**config.mk**
```make
export PLATFORM = sky130hd
export DESIGN_NAME = seg_scan_capture
export DESIGN_NICKNAME = d
export VERILOG_FILES = /design/src/rtl/seg_scan_capture.sv
export SDC_FILE = /design/constraint.sdc
export NUM_CORES = 1
export LEC_CHECK = 0
export BUFFER_PORTS_ARGS = -buffer_cell sky130_fd_sc_hd__buf_2
export CAP_MARGIN = 20
export CORE_MARGIN = 3
export CORE_UTILIZATION = 50
export CTS_BUF_LIST = sky130_fd_sc_hd__clkbuf_8 sky130_fd_sc_hd__clkbuf_16
export CTS_CLUSTER_DIAMETER = 120
export DETAILED_ROUTE_END_ITERATION = 10
export PLACE_DENSITY_LB_ADDON = 0.2
export SLEW_MARGIN = 20
export SYNTH_ARGS = -nofsm -noshare
export SYNTH_HDL_FRONTEND = slang
export SYNTH_SLANG_ARGS = --single-unit
```
**constraint.sdc**
```tcl
create_clock -name clk -period 5.8 [get_ports clk]
set_input_delay 0.87 -clock clk [delete_from_list [all_inputs] [get_ports clk]]
set_output_delay 0.87 -clock clk [all_outputs]
set_load 0.05 [all_outputs]
```
**src/rtl/seg_scan_capture.sv**
```systemverilog
// rtl/seg_scan_capture.sv - seven-segment scan monitor: settles each digit slot and decodes it back to BCD
// Optional SEG_ACTIVE_LOW_EN: inverts seg_select at the input stage for common-anode boards.
module seg_scan_capture #(
  parameter int SETTLE = 4
) (
  input  logic       clk,
  input  logic       rst,
  input  logic [3:0] dig_select,
  input  logic [7:0] seg_select,
  output logic [3:0] time_shi,
  output logic [3:0] time_ge,
  output logic [3:0] score_shi,
  output logic [3:0] score_ge,
  output logic       frame_valid,
  output logic       update,
  output logic       seg_err
);

  localparam logic [7:0] SETTLE_C = 8'(SETTLE);

  // Returns {legal, bcd}; dp bit is not part of the digit.
  function automatic logic [4:0] seg_decode(input logic [6:0] s);
    case (s)
      7'h3F:   seg_decode = {1'b1, 4'd0};
      7'h06:   seg_decode = {1'b1, 4'd1};
      7'h5B:   seg_decode = {1'b1, 4'd2};
      7'h4F:   seg_decode = {1'b1, 4'd3};
      7'h66:   seg_decode = {1'b1, 4'd4};
      7'h6D:   seg_decode = {1'b1, 4'd5};
      7'h7D:   seg_decode = {1'b1, 4'd6};
      7'h07:   seg_decode = {1'b1, 4'd7};
      7'h7F:   seg_decode = {1'b1, 4'd8};
      7'h6F:   seg_decode = {1'b1, 4'd9};
      default: seg_decode = {1'b0, 4'd0};
    endcase
  endfunction

  logic [7:0] seg_in;
`ifdef SEG_ACTIVE_LOW_EN
  assign seg_in = ~seg_select;
`else
  assign seg_in = seg_select;
`endif

  logic [3:0]       r_dig_q, r_dig_d;
  logic [7:0]       r_seg_q, r_seg_d;
  logic [7:0]       cnt_q, cnt_d;
  logic [3:0]       seen_q, seen_d;
  logic [3:0][3:0]  digit_q, digit_d;
  logic             frame_valid_q, frame_valid_d;
  logic             update_q, update_d;
  logic             seg_err_q, seg_err_d;

  logic       slot_legal;
  logic [1:0] slot;
  logic       same;
  logic       capture;
  logic [4:0] dec;

  always_comb begin
    slot_legal = 1'b1;
    slot       = 2'd0;
    case (r_dig_q)
      4'b1110: slot = 2'd0;
      4'b1101: slot = 2'd1;
      4'b1011: slot = 2'd2;
      4'b0111: slot = 2'd3;
      default: slot_legal = 1'b0;
    endcase
  end

  always_comb begin
    same          = ({dig_select, seg_in} == {r_dig_q, r_seg_q});
    dec           = seg_decode(r_seg_q[6:0]);
    r_dig_d       = dig_select;
    r_seg_d       = seg_in;
    cnt_d         = cnt_q;
    seen_d        = seen_q;
    digit_d       = digit_q;
    update_d      = 1'b0;
    seg_err_d     = 1'b0;
    capture       = 1'b0;
    frame_valid_d = frame_valid_q | (seen_q == 4'b1111);

    // Change/idle check wins over saturation; saturating at SETTLE keeps capture to once per dwell.
    if (!same || !slot_legal) begin
      cnt_d = 8'd0;
    end else if (cnt_q < SETTLE_C) begin
      cnt_d   = cnt_q + 8'd1;
      capture = (cnt_q == SETTLE_C - 8'd1);
    end

    if (capture) begin
      if (dec[4]) begin
        digit_d[slot] = dec[3:0];
        seen_d[slot]  = 1'b1;
        update_d      = (digit_q[slot] != dec[3:0]);
      end else begin
        seg_err_d = 1'b1;
      end
    end
  end

  always_ff @(posedge clk) begin
    if (rst) begin
      r_dig_q       <= 4'b1111;
      r_seg_q       <= 8'h00;
      cnt_q         <= 8'd0;
      seen_q        <= 4'b0000;
      digit_q       <= '0;
      frame_valid_q <= 1'b0;
      update_q      <= 1'b0;
      seg_err_q     <= 1'b0;
    end else begin
      r_dig_q       <= r_dig_d;
      r_seg_q       <= r_seg_d;
      cnt_q         <= cnt_d;
      seen_q        <= seen_d;
      digit_q       <= digit_d;
      frame_valid_q <= frame_valid_d;
      update_q      <= update_d;
      seg_err_q     <= seg_err_d;
    end
  end

  assign time_ge     = digit_q[0];
  assign time_shi    = digit_q[1];
  assign score_ge    = digit_q[2];
  assign score_shi   = digit_q[3];
  assign frame_valid = frame_valid_q;
  assign update      = update_q;
  assign seg_err     = seg_err_q;

endmodule

```
==> impl_metrics.yaml <==
global_routing:
  grt_usage: 0.184
  first_global_vias: 1480
  grt_max_degree: 40
  grt-ovfl-total: 0
  grt_pass1_wl_um: 7240
  grt_antenna_before_repair: 0
clock_tree:
  htree_num_levels: 2
  numCtsBuffers: 5
  insertion_delay_ps: 300
  cts.path.max_buffers: 2
  cts_tree: "yes"
  root_buffer: "clkbuf_8"
  cts.clk_slew.worst_paths_ps: 80
  cts_num_sinks: 43
  post_cts_buffers: 0
  cts-resized-gates: 0
  holdBufCountCts: 0
die:
  die-area_um2: 4960
  core_region_area_um2: 3830
  num_rows: 22
  die_h_um: 70.4
  initial_utilization: 0.542
  pin_count: 33
  die_width_um: 70.4
sta:
  holdWs_ps: 456
  rsz0062_at_grt: "false"
  setup_slack_ps: 3370
  slew-limit-headroom: 0.617
  drv_slew: 0
  max_freq_mhz: 411
  setup_viol: 0
  worst_pin_slew_ps: 575
  post-route-period-util: 0.419
  skew_ps: 4.03
  fin_tns_setup_ps: 0
  fin_crit_ps: 2430
  hold_viol_final: 0
placed_design:
  placed_cell_area_um2: 2230
  place_inst: 280
  portBuffers: 32
  hpwl_um: 3110
  gp_congestion: 0.766
  place_ws_ps: 3220
synth:
  syn-num-nets: 231
  yosysSeqAreaShare: 0.415
  synth-xor-area-share: 0.0718
  synth_compound_area_frac: 0.121
  synth_area_leader_cell: "dfxtp_1"
  synth-edff-count: 0
  ys_top_cells_by_count: "dfxtp_1, nand2b_1, mux2i_1"
  post_synth.cell_area_avg_um2: 9.60
  synth_top_area_share: 0.415
  syn_inst: 216
  async_flop_share: 0
  synth_area_leaders: "dfxtp_1, mux2i_1, nand2b_1"
  synthMostInstantiatedCell: "dfxtp_1"
  syn_area_um2: 2070
  synth-simple-area-share: 0.262
  muxShareOfSynthArea: 0.0821
  ys.flop_type: "dfxtp_1"
  synth_top_family_by_area: "simple AND/OR/NAND/NOR gates"
  ys_seq_elements: 43
  yosys.cell_types.count: 48
  synthAdderAreaFrac: 0.00604
  synth_warnings: 0
final_layout:
  stdcell_count: 287
  syn2layout_area_growth_pct: 12.6
  drive_above_1_share: 0.213
  fin_area_um2: 2330
  final_net_count: 254
  diodes: 0
  final_core_util: 0.610
power:
  leakagePower_nw: 1.03
  switching_share: 0.230
  netSwitchingPower_mw: 0.134
  clock_power_share: 0.390
  irDropWorstVdd_v: 0.000185
  p_seq_frac: 0.530
  p_comb_frac: 0.080
  internal_power_mw: 0.449
  finalPower_mw: 0.584
  pwr_density_cell_nw_per_um2: 250
setup_path:
  start_kind: "register"
  critPathSlowestCell: "a2111oi_4"
  critPathArrivalTime_ps: 2660
  endpoint_kind: "register"
  crit_fanout: 10
  worstSetupPathType: "register to register"
  critPathTopFamily: "compound AO/OA/AOI/OAI gates"
  crit_buf_inv: 0
  cpPeakStageDelay_ps: 530
  path_cells: "nand2b_1 -> a311o_1 -> a2111oi_4 -> nand4_2 -> mux2i_1"
  required_ps: 6020
routing:
  wl_per_cell_um: 15.0
  drt_wl_total_um: 4290
  first_pass_iters: 4
  vias_per_cell: 5.59
  antenna_left: 0
  drt_iter0_markers: 143
  drc: 0
  num_vias: 1603
job:
  cap_violations: 0
status:
  status: "finished, final reports clean"
worst_hold_path:
  hp-class: "register to register"
power by group through the flow:
stage / clock network, mW / registers, mW / logic [mW]
floorplan: 0 / 0.307 / 0.0438
global placement: 0 / 0.316 / 0.0460
detailed placement: 0 / 0.316 / 0.0464
CTS: 0.231 / 0.309 / 0.0466
global route: 0.242 / 0.311 / 0.0507
finish: 0.228 / 0.309 / 0.0466
tightest hold or removal path, delay by kind of cell (launching register included):
| kind | cells | cell delay, ps |
|---|---|---|
| flip-flops | 1 | 320 |
| buffers and inverters | 1 | 50 |
| AO/OA/AOI/OAI | 1 | 50 |
layout by cell type (no fill, tap or decap), drive strengths merged, types with 3 or more instances in the layout:
master and n:
dfxtp 43, buf 32, nand2b 22, mux2i 17, xnor2 14, nor2b 9
nand4 9, a21oi 8, nor2 7, inv 6, or2 6, and2 6
nand2 5, clkbuf 5, o22ai 4, nand3 3, xor2 3, o221ai 3
metal layers:
metal,part of all wire,up-vias,track usage
met5,0,-,0
met4,0.016,0,0.0830
met3,0.057,7,0.0417
met2,0.44,46,0.261
met1,0.49,749,0.264
li1,-,801,-
cells by family (layout without fill, tap and decap cells):
group,count (synthesis),count (layout)
fa+ha+maj,1,1
compound gates,32,32
flops,43,43
buf+inv,22,45
mux,17,17
simple gates,84,84
xor+xnor,17,17
area by class of cell:
| class | count | area [µm²] |
|---|---|---|
| multi-input cells | 151 | 1120 |
| flip-flops and latches | 43 | 861 |
| clock inverters | 2 | 37.5 |
| well taps | 48 | 60.1 |
| fillers | 347 | 1490 |
| clock buffers | 5 | 68.8 |
| inverters | 6 | 22.5 |
| repair buffers | 32 | 160 |
flip-flops by register name, summed over array words and instances, names as in the netlist:
signal       count
cnt_q            8
frame_valid      1
r_dig_q          4
r_seg_q          8
score_ge         4
score_shi        4
seen_q           4
seg_err          1
time_ge          4
time_shi         4
update           1
path summary, 6_finish.rpt:
path	slack, ps	depth (start not counted)	start	endpoint
max reg2reg	3370	5	r_dig_q[3]	score_shi[3]
min reg2reg	460	2	seen_q[0]	seen_q[0]
min	460	2	seen_q[0]	seen_q[0]
max	3370	5	r_dig_q[3]	score_shi[3]
Power figures use the tool's default switching activity.
